[config.mk]
export PLATFORM = sky130hd
export DESIGN_NAME = timer_unit_flat
export DESIGN_NICKNAME = d
export VERILOG_FILES = /design/src/rtl/timer_unit_if.sv /design/src/rtl/timer_unit.sv /design/src/flat_wrapper.sv
export SDC_FILE = /design/constraint.sdc
export NUM_CORES = 1
export LEC_CHECK = 0
export BUFFER_PORTS_ARGS = -buffer_cell sky130_fd_sc_hd__buf_2
export CELL_PAD_IN_SITES_DETAIL_PLACEMENT = 1
export CELL_PAD_IN_SITES_GLOBAL_PLACEMENT = 1
export CORE_MARGIN = 1.5
export CORE_UTILIZATION = 41
export CTS_CLUSTER_SIZE = 20
export DETAILED_ROUTE_END_ITERATION = 12
export PLACE_DENSITY = 0.87
export SYNTH_ARGS = -nofsm -noshare
export SYNTH_HDL_FRONTEND = slang
export SYNTH_SLANG_ARGS = --single-unit
[constraint.sdc]
create_clock -name clk -period 8.6 [get_ports clk]
set_input_delay 2.58 -clock clk [delete_from_list [all_inputs] [get_ports clk]]
set_output_delay 2.58 -clock clk [all_outputs]
set_load 0.005 [all_outputs]
[src/rtl/timer_unit_if.sv]
// Data-bus view of the timer register window: CPU-side address/store lanes in,
// combinational read data out.
interface timer_unit_if;
  logic [31:0] addr;
  logic [31:0] wdata;
  logic [3:0]  byteen;
  logic [31:0] rdata;

  modport master (output addr, output wdata, output byteen, input rdata);
  modport slave  (input addr, input wdata, input byteen, output rdata);
endinterface

[src/rtl/timer_unit.sv]
// Memory-mapped countdown timer with one-shot / auto-reload modes; raises a
// registered interrupt request when the count expires.
module timer_unit #(
  parameter logic [31:0] BASE = 32'h0000_7F00
) (
  input  logic         clk,
  input  logic         reset,
  timer_unit_if.slave  bus,
  output logic         irq
);

  typedef enum logic [1:0] {IDLE, LOAD, CNT, INT} state_t;

  localparam logic [29:0] BASE_WORD = BASE[31:2];

  state_t      state, state_n;
  logic        en, en_n;
  logic [1:0]  mode, mode_n;
  logic        im, im_n;
  logic [31:0] preset, preset_n;
  logic [31:0] count, count_n;
  logic        irq_flag, irq_flag_n;
  logic        irq_n;

  logic [29:0] word;
  logic        sel_ctrl, sel_preset, sel_count;
  logic        ctrl_wr, preset_wr;
  logic        addr_lsb_unused;

  // Byte offset bits inside a word play no part in decoding.
  assign word            = bus.addr[31:2];
  assign addr_lsb_unused = ^bus.addr[1:0];
  assign sel_ctrl        = (word == BASE_WORD);
  assign sel_preset      = (word == BASE_WORD + 30'd1);
  assign sel_count       = (word == BASE_WORD + 30'd2);
  assign ctrl_wr         = sel_ctrl & bus.byteen[0];
  assign preset_wr       = sel_preset & (|bus.byteen);

  always_comb begin
    bus.rdata = 32'h0;
    if (sel_ctrl)
      bus.rdata = {28'h0, im, mode, en};
    else if (sel_preset)
      bus.rdata = preset;
    else if (sel_count)
      bus.rdata = count;
  end

  always_comb begin
    state_n    = state;
    en_n       = en;
    mode_n     = mode;
    im_n       = im;
    preset_n   = preset;
    count_n    = count;
    irq_flag_n = irq_flag;

    case (state)
      IDLE: begin
        if (en)
          state_n = LOAD;
      end
      LOAD: begin
        count_n = preset;
        state_n = CNT;
      end
      CNT: begin
        if (!en) begin
          state_n = IDLE;
        end else if (count > 32'd1) begin
          count_n = count - 32'd1;
        end else begin
          count_n    = 32'h0;
          irq_flag_n = 1'b1;
          state_n    = INT;
        end
      end
      INT: begin
        if (mode == 2'b01) begin
          irq_flag_n = 1'b0;
          state_n    = LOAD;
        end else begin
          en_n    = 1'b0;
          state_n = IDLE;
        end
      end
      default: state_n = IDLE;
    endcase

    // Bus writes are applied after the FSM so a CTRL store overrides the
    // one-shot EN clear, and any register store acknowledges the interrupt.
    if (ctrl_wr) begin
      en_n   = bus.wdata[0];
      mode_n = bus.wdata[2:1];
      im_n   = bus.wdata[3];
    end
    if (preset_wr) begin
      for (int b = 0; b < 4; b++) begin
        if (bus.byteen[b])
          preset_n[8*b +: 8] = bus.wdata[8*b +: 8];
      end
    end
    if (ctrl_wr || preset_wr)
      irq_flag_n = 1'b0;

    irq_n = irq_flag_n & im_n;
  end

  always_ff @(posedge clk) begin
    if (!reset) begin
      state    <= IDLE;
      en       <= 1'b0;
      mode     <= 2'b00;
      im       <= 1'b0;
      preset   <= 32'h0;
      count    <= 32'h0;
      irq_flag <= 1'b0;
      irq      <= 1'b0;
    end else begin
      state    <= state_n;
      en       <= en_n;
      mode     <= mode_n;
      im       <= im_n;
      preset   <= preset_n;
      count    <= count_n;
      irq_flag <= irq_flag_n;
      irq      <= irq_n;
    end
  end

endmodule
[src/flat_wrapper.sv]
// flat-port wrapper written by rule: the top's interface ports become plain ports
module timer_unit_flat 
#(
  parameter logic [31:0] BASE = 32'h0000_7F00
)
  (clk, reset, irq, bus_addr, bus_wdata, bus_byteen, bus_rdata);
  timer_unit_if bus_i ();
  input  logic clk;
  input  logic reset;
  output logic irq;
  input wire logic [$bits(bus_i.addr)-1:0] bus_addr;
  input wire logic [$bits(bus_i.wdata)-1:0] bus_wdata;
  input wire logic [$bits(bus_i.byteen)-1:0] bus_byteen;
  output wire logic [$bits(bus_i.rdata)-1:0] bus_rdata;
  assign bus_i.addr = bus_addr;
  assign bus_i.wdata = bus_wdata;
  assign bus_i.byteen = bus_byteen;
  assign bus_rdata = bus_i.rdata;
  timer_unit #(.BASE(BASE)) u_core (.clk(clk), .reset(reset), .bus(bus_i), .irq(irq));
endmodule
==> impl_metrics.json <==
{
  "port-buffer-count": 100,
  "power_density_nw_per_um2": 147,
  "worstSetupPathType": "primary input to output pin",
  "cts_resized": 0,
  "clock_sinks": 72,
  "post_cts_buffers": 0,
  "slew_viol_final": 0,
  "grt_use_total_pct": 28.4,
  "design_area_um2": 4890,
  "ys_warn_count": 0,
  "vias": 4571,
  "crit_fanout": 17,
  "clk_pin_slew_ns": 0.08,
  "syn_to_final_growth_pct": 19.1,
  "maxSlewHeadroom_pct": 24.8,
  "worstHoldPathType": "flip-flop to flip-flop",
  "finClkSkew_ns": 0.0106,
  "drive_gt1_share_pct": 23.4,
  "grt_pass1_vias": 4677,
  "tritoncts": "done",
  "antenna_found_initial": 0,
  "grt_overflow": 0,
  "synthCells": 541,
  "nFillCells": 1294,
  "place.gp.congestion": 0.869,
  "hpwl_mm": 9.88,
  "synthFlopType": "dfxtp_1",
  "drc": 0,
  "core_area_um2": 9730,
  "synth_area_um2": 4110,
  "start_kind": "primary input",
  "grt_pass1_wl_mm": 23.4,
  "via_per_inst": 6.08,
  "yosysTopAreaCell": "dfxtp_1",
  "max_cap_violations": 0,
  "start_util_pct": 42.2,
  "final_hold_viol_count": 0,
  "worstPathRequired_ns": 6.02,
  "ir_worst_vdd_mv": 0.0748,
  "ant_nets": 0,
  "synth_top_area_share_pct": 35.1,
  "outcome": "finished, final reports clean",
  "yosysSeqAreaShare_pct": 35.1,
  "cts.hold.buffers_added": 0,
  "first_pass_iters": 5,
  "core.rowCount": 36,
  "ios": 103,
  "ys_ff_latch": 72,
  "tns_ns": 0,
  "setup_violations": 0,
  "tightest_slew_ns": 1.13,
  "syn-num-nets": 613,
  "cts_root_buf": "clkbuf_8",
  "antenna_cells": 0,
  "synthTopCellsByCount": "a21oi_1, dfxtp_1, nand2_1",
  "fp.dieW_um": 103,
  "dieArea_um2": 10600,
  "wirelength_mm": 14.4,
  "synth_edf_count": 0,
  "h-tree-depth": 3,
  "finalNetCount": 686,
  "multi_input_area_um2": 2450,
  "fin_crit_sh_pct": 84.8,
  "maxClockFrequency_mhz": 137,
  "clockBufferDepth": 2,
  "synth_most_common_cell": "a21oi_1",
  "p_leak_uw": 0.00207,
  "cts_made_buffers": 9,
  "dr.first_iter.drc_count": 308,
  "crit_arrival_ns": 4.71,
  "clk_latency_ns": 0.35,
  "rsz0062_at_grt": "false",
  "yosysUniqueCellTypes": 55,
  "fin_crit_ns": 7.29,
  "reg2reg_slack_ns": 5.69,
  "wl_per_cell_um": 19.1,
  "regArea_um2": 1440,
  "avgSynthCellArea_um2": 7.60,
  "place_area_um2": 4630,
  "die_y_um": 103,
  "synthArstFlopShare_pct": 0,
  "grt_max_degree": 66,
  "ys_top_cells_by_area": "dfxtp_1, a21oi_1, o21ai_0",
  "endpoint_kind": "output pin"
}
sequential cells by signal, summed over array words and instances, names as in the netlist:
name,count
u_core.irq,1
u_core.im,1
u_core.count,32
u_core.state,2
u_core.en,1
u_core.mode,2
u_core.irq_flag,1
u_core.preset,32
kinds of logic (layout without fill, tap and decap cells):
| logic type | count (synthesis) | in the layout | share of synthesized area [%] |
|---|---|---|---|
| flops | 72 | 72 | 35.1 |
| buf+inv | 54 | 132 | 5.54 |
| xor+xnor | 3 | 3 | 0.639 |
| fa+ha+maj | 2 | 2 | 0.609 |
| mux | 10 | 10 | 2.44 |
| simple gates | 205 | 205 | 26.5 |
| compound gates | 195 | 195 | 29.3 |
cell usage in the layout, fill, tap and decap left out, drive strengths merged, types with 3 or more instances in the layout:
master / count
nor2: 29
o22ai: 3
or2: 3
clkbuf: 9
a221oi: 5
o21a: 3
nor2b: 4
a21o: 3
nand3: 40
dfxtp: 72
bufinv: 4
o21ai: 59
o211a: 3
inv: 14
nor4: 8
or4: 6
a22o: 28
and3: 3
and2: 7
nor4b: 3
buf: 102
a21oi: 78
xnor2: 3
mux2i: 10
nor3: 14
nand2: 65
a31o: 3
or3: 6
nand4: 7
final cells by class:
cell class / count / share of cell area (%)
sequential: 72 / 29.5
multi-input combinational: 415 / 50.1
timing repair buffer: 102 / 10.5
tap: 133 / 3.40
clock inverter: 7 / 2.94
inverter: 14 / 1.07
clock buffer: 9 / 2.53
path summary, 6_finish.rpt:
kind | start | endpoint | depth (start not counted)
worst max register to register | u_core.count[2]$_SDFFE_PN0P_ | u_core.count[0]$_SDFFE_PN0P_ | 6
worst min register to register | u_core.preset[3]$_SDFFE_PN0P_ | u_core.preset[3]$_SDFFE_PN0P_ | 2
worst max-delay path | bus_addr[5] | bus_rdata[23] | 8
worst min-delay path | u_core.preset[3]$_SDFFE_PN0P_ | u_core.preset[3]$_SDFFE_PN0P_ | 2
critical path, stage by stage:
cell and delay (ns):
buf_2 0.10, nor4b_1 0.28, nand4_1 0.29, nor2_1 0.19, and2_1 0.66, buf_4 0.32, a22o_1 0.16, buf_2 0.11
report_power, final:
part | switching [uW] | internal (uW) | total, uW
logic | 14.5 | 12.5 | 26.9
registers | 0.000000228 | 333 | 333
clock network | 138 | 222 | 360
total | 152 | 568 | 720
metrics by stage:
stage	hold WS (ns)	utilization [%]	instances	power, uW	setup slack (ns)
3_5_place_dp	0.462	47.5	736	368	1.28
4_1_cts	0.481	50.3	752	725	1.29
6_report	0.478	50.3	752	720	1.31
2_1_floorplan	0.426	-	541	350	1.85
3_3_place_gp	0.462	47.5	736	367	1.33
5_1_grt	0.522	50.3	752	736	1.11
layer usage:
metal,routed length (um),share of wire [%],vias up,GRT usage (%)
met5,0,0,-,0
met4,257,1.8,0,9.56
met3,683,4.8,24,3.32
met2,7000,49,157,47.9
met1,6430,45,2257,37.8
li1,-,-,2133,-
(Power assumes the default switching activity.)
